<file path="src/rtl/uart_pkg.sv">
// Shared definitions for the 64-bit packet-link UART (transmitter and receiver).
package uart_pkg;

  localparam int unsigned UART_WIDTH = 64;

  typedef enum logic [1:0] {IDLE, START, DATA, STOP} uart_tx_state_t;

  // Odd parity over the 63 user bits; the receiver uses the same function for its check.
  function automatic logic odd_parity(input logic [62:0] d);
    return ~^d;
  endfunction

endpackage

</file>
<file path="src/rtl/uart_tx.sv">
// UART transmitter: start bit, WIDTH data bits LSB-first (odd parity at the MSB), STOP_BITS stop bits.
// A one-entry holding register lets frames go out back-to-back.
module uart_tx
  import uart_pkg::*;
#(
  parameter int unsigned WIDTH     = UART_WIDTH,
  parameter int unsigned STOP_BITS = 1
) (
  input  logic             clk,
  input  logic             reset_n,
  input  logic [WIDTH-2:0] tx_data,
  input  logic             ld_tx_data,
  input  logic             inj_parity_err,
  output logic             tx_out,
  output logic             tx_empty,
  output logic             tx_busy,
  output logic             ld_dropped
);

  localparam int unsigned      CNT_W     = $clog2(WIDTH) + 1;
  localparam logic [CNT_W-1:0] LAST_BIT  = CNT_W'(WIDTH - 1);
  localparam logic [1:0]       LAST_STOP = 2'(STOP_BITS - 1);

  uart_tx_state_t   state, state_nxt;
  logic [WIDTH-1:0] hold, hold_nxt;
  logic [WIDTH-1:0] shift, shift_nxt;
  logic [CNT_W-1:0] bit_cnt, bit_cnt_nxt;
  logic [1:0]       stop_cnt, stop_cnt_nxt;
  logic             tx_out_nxt, tx_empty_nxt, tx_busy_nxt, ld_dropped_nxt;
  logic             parity_c;

  assign parity_c = odd_parity(63'(tx_data)) ^ inj_parity_err;

  // State and datapath registers; line output is a flop so it never glitches.
  always_ff @(posedge clk or negedge reset_n) begin
    if (!reset_n) begin
      state      <= IDLE;
      hold       <= '0;
      shift      <= '0;
      bit_cnt    <= '0;
      stop_cnt   <= '0;
      tx_out     <= 1'b1;
      tx_empty   <= 1'b1;
      tx_busy    <= 1'b0;
      ld_dropped <= 1'b0;
    end else begin
      state      <= state_nxt;
      hold       <= hold_nxt;
      shift      <= shift_nxt;
      bit_cnt    <= bit_cnt_nxt;
      stop_cnt   <= stop_cnt_nxt;
      tx_out     <= tx_out_nxt;
      tx_empty   <= tx_empty_nxt;
      tx_busy    <= tx_busy_nxt;
      ld_dropped <= ld_dropped_nxt;
    end
  end

  // Next-state and output logic. Load acceptance (tx_empty=1) and hold drain
  // (tx_empty=0) are mutually exclusive, so they never fight over hold/tx_empty.
  always_comb begin
    state_nxt      = state;
    hold_nxt       = hold;
    shift_nxt      = shift;
    bit_cnt_nxt    = bit_cnt;
    stop_cnt_nxt   = stop_cnt;
    tx_empty_nxt   = tx_empty;
    ld_dropped_nxt = 1'b0;
    tx_out_nxt     = 1'b1;
    tx_busy_nxt    = 1'b0;

    if (ld_tx_data) begin
      if (tx_empty) begin
        hold_nxt     = {parity_c, tx_data};
        tx_empty_nxt = 1'b0;
      end else begin
        ld_dropped_nxt = 1'b1;
      end
    end

    unique case (state)
      IDLE: begin
        if (!tx_empty) begin
          shift_nxt    = hold;
          tx_empty_nxt = 1'b1;
          state_nxt    = START;
        end
      end
      START: begin
        tx_out_nxt  = 1'b0;
        tx_busy_nxt = 1'b1;
        bit_cnt_nxt = '0;
        state_nxt   = DATA;
      end
      DATA: begin
        tx_out_nxt  = shift[0];
        tx_busy_nxt = 1'b1;
        shift_nxt   = shift >> 1;
        if (bit_cnt == LAST_BIT) begin
          stop_cnt_nxt = '0;
          state_nxt    = STOP;
        end else begin
          bit_cnt_nxt = bit_cnt + 1'b1;
        end
      end
      STOP: begin
        tx_busy_nxt = 1'b1;
        if (stop_cnt == LAST_STOP) begin
          if (!tx_empty) begin
            shift_nxt    = hold;
            tx_empty_nxt = 1'b1;
            state_nxt    = START;
          end else begin
            state_nxt = IDLE;
          end
        end else begin
          stop_cnt_nxt = stop_cnt + 1'b1;
        end
      end
      default: state_nxt = IDLE;
    endcase
  end

endmodule
</file>
<file path="config.mk">
export PLATFORM = sky130hd
export DESIGN_NAME = uart_tx
export DESIGN_NICKNAME = d
export VERILOG_FILES = /design/src/rtl/uart_pkg.sv /design/src/rtl/uart_tx.sv
export SDC_FILE = /design/constraint.sdc
export NUM_CORES = 1
export LEC_CHECK = 0
export ABC_CLOCK_PERIOD_IN_PS = 2300
export CORE_MARGIN = 8
export CORE_UTILIZATION = 45
export DETAILED_ROUTE_END_ITERATION = 7
export PLACE_DENSITY = 0.66
export SKIP_CTS_REPAIR_TIMING = 1
export SYNTH_ARGS = -nofsm -noshare
export SYNTH_HDL_FRONTEND = slang
export SYNTH_SLANG_ARGS = --single-unit
export TNS_END_PERCENT = 10
</file>
<file path="constraint.sdc">
create_clock -name clk -period 2.3 [get_ports clk]
set_clock_uncertainty 0.2 [all_clocks]
set_input_delay 0.345 -clock clk [delete_from_list [all_inputs] [get_ports clk]]
set_output_delay 0.345 -clock clk [all_outputs]
set_load 0.05 [all_outputs]
</file>
==> metrics.md <==
| Metric | Value |
|---|---|
| Lkg Pwr | `roughly 4.2 nW` |
| Dpl ws | `-164 ps` |
| CTS tree | `built` |
| Drt via density | `~5.2` |
| PnR worst setup slack | `135 ps` |
| Syn_nets | `roughly 640` |
| Port bufs | `70` |
| Most Used Layer, Global Route | `met2` |
| Slowest cell on the critical path | `dfrtp_1` |
| Met3 usage | `under 10%` |
| Mux contribution to synthesized area | `about a fifth` |
| Clock slew at reported path FFs | `~50 ps` |
| Ant diodes | `0` |
| Slowest stage delay, CP | `about 450 ps` |
| Cell Rows | `44` |
| WL/cell | `about 16 microns` |
| Final critical-path share of the clock period | `between 90% and 100%` |
| Largest cells by area after synthesis | `dfrtp_1 53%, mux2_2 11%, mux2i_1 9.6%, xnor2_1 7.6%, a21oi_1 5.3%` |
| Post-Synth Adder-Cell Area | `about 1.3%` |
| Share of the synthesized area in the top cell type | `52.9%` |
| Initial DRC Count | `between 200 and 250` |
| Max Freq | `between 0.4 and 0.5 GHz` |
| Worst Hold Slack | `252 ps` |
| Global-route wire length before repair | `~22000 microns` |
| Initial Utilization | `~46%` |
| Total die area | `between 15000 and 20000 sq um` |
| Mapped cell area | `6670 sq um` |
| Area leader, netlist | `dfrtp_1` |
| Crit end category | `register` |
| Critical path type | `reg -> reg` |
| Slew HR | `66.4%` |
| DRC viols | `0` |
| Yosys warning count | `0` |
| Core Region | `between 10000 and 15000 sq um` |
| Largest net degree at the start of global routing | `slightly above 80` |
| Commonest cells after routing, fill and taps aside | `141 x dfrtp_1, 70 x a21oi_1, 69 x nor2_1, 67 x clkdlybuf4s50_1` |
| Setup TNS | `0 ps` |
| Worst Path Required | `2430 ps` |
| DR pass1 iterations | `4` |
| RSZ-0062 raised after global routing | `no` |
| Antenna violations before repair | `0` |
| Vias in the first global route | `between 4000 and 5000` |
| Total GRT Usage | `approximately 15%` |
| Die Ht | `around 140 microns` |
| Commonest non-fill, non-tap cell in the layout | `dfrtp_1` |
| Grt ovf | `0` |
| H-tree depth | `4` |
| Final WL | `13900 microns` |
| Register bit count reported by yosys | `143` |
| Area grow syn2layout | `24.1%` |
| Status | `complete, no violations` |
| Latest clock arrival within the worst-skew pair | `just over 400 ps` |
| Nets | `about 730` |
| Period minus WS final | `between 2000 and 2500 ps` |
| GR Util met2 | `24.8%` |
| Sequential share of the synthesized area | `53.7%` |
| Crit start category | `register` |
| Xor/xnor share of the synthesized area | `roughly 8.7%` |
| Final HPWL DP | `just over 9000 microns` |
| Main combinational cell family by area after synthesis | `multiplexers` |
| Crit path max fanout | `41` |
| Routed via count | `about 4400` |
| Num Clock Sinks | `about 140` |
| Num CTS Buffers | `17` |
| Crit path DAT | `roughly 2300 ps` |
| Max Cap Viol | `0` |
| Cell Chain, Critical Path | `ha_1, nand2b_1, o21ai_0, nor2_4, buf_4, clkbuf_16, nor2_1, a21oi_1` |
| I/O pins | `between 70 and 80` |
| Slew Viols, Final | `0` |
| Final Util | `56.9%` |
| VDD IR-drop max | `575 uV` |
| Final setup viols | `0` |
| Root buffer cell | `clkbuf_16` |
| Mean Syn Cell Area | `11.7 sq um` |
| CTS max path bufs | `2` |
| Die Span X | `~140 microns` |
| Synth Area in Compound Gates | `under 10%` |
| Worst hold path class | `in -> async` |
| Routing usage on met1 | `a little under a fifth` |
| Synth Area in Simple Gates | `6.02%` |
| Post-Synthesis Cells | `570` |
| Final ANT Viol Nets | `0` |
| RePlAce Congestion | `0.761` |
| Measured slew at the worst slew-check pin | `503 ps` |
| Share of cells above drive strength 1 | `approximately 18%` |
| Yosys cell types | `36` |
| PwrDens | `798 nW/um^2` |
| Final Hold Violating Endpoints | `0` |
[path summary, 6_finish.rpt]
check / start / to / slack (ps) / depth (start not counted)
max: state[0] / shift[13] / 140 / 8
min: reset_n / ld_dropped / 250 / 2
max reg2reg: state[0] / shift[13] / 140 / 8
min reg2reg: hold[1] / hold[1] / 300 / 1
max in group asynchronous: reset_n / shift[3] / 910 / 3
min in group clk: hold[1] / hold[1] / 300 / 1
[registers in the layout (all words and copies together) (netlist names)]
name,cells
tx_out,1
bit_cnt,7
shift,64
tx_busy,1
tx_empty,1
stop_cnt,2
hold,64
state,2
ld_dropped,1
[power by group]
part	switching, mW	internal (mW)
Sequential	0.219	2.94
Combinational	0.410	0.683
Clock	0.952	1.40
Total	1.58	5.02
[final cells by class]
class	count	area (sq um)
inverters	9	33.8
flip-flops and latches	143	3580
multi-input cells	387	2950
clock inverters	3	15.0
fillers	1270	6260
repair buffers	95	990
well taps	184	230
clock buffers	29	480
[critical path: cells and delay by family (launching register included)]
family / cells / cell delay [ps]
flip-flops: 1 / 450
buffers and inverters: 2 / 400
AND/OR/NAND/NOR: 3 / 390
adder cells (fa/ha/maj): 1 / 330
AO/OA/AOI/OAI: 2 / 310
[cell families after synthesis]
kind of cell / count (synthesis)
flip-flops: 143
multiplexers: 128
AND/OR/NAND/NOR: 96
AO/OA/AOI/OAI: 90
XOR/XNOR: 66
buffers and inverters: 40
adder cells (fa/ha/maj): 7
[synth_stat cells, drive strengths merged]
master and n:
dfrtp 141, nor2 71, a21oi 70, mux2 64, mux2i 64, xnor2 58, buf 18, clkbuf 13
nand2 10, inv 9, o21ai 9, xor2 8, ha 7, nand2b 4, nand3 3, nor2b 3
a21o 2, dfstp 2, a211o 1, a22o 1, a311oi 1, a31oi 1, a32oi 1, nand3b 1
nor3 1, nor3b 1, o211ai 1, o21bai 1, o221ai 1, o31ai 1, or2 1, or4 1
[per-layer routing]
| layer | share of wire (%) | vias to the layer above | wire length [microns] |
|---|---|---|---|
| met5 | 0 | - | 0 |
| met3 | 2.6 | 22 | 358 |
| li1 | - | 2118 | - |
| met1 | 45 | 2181 | 6290 |
| met4 | 2.0 | 0 | 272 |
| met2 | 50 | 61 | 6970 |
[stage by stage]
stage	std cells	total power [mW]	area (sq um)
detailed placement	812	4.30	7690
finish	850	6.60	8280
CTS	844	6.69	8190
global placement	812	4.27	7690
global route	850	6.93	8280
floorplan	570	3.87	6670
Note: power is estimated with default switching activity, not from simulation.
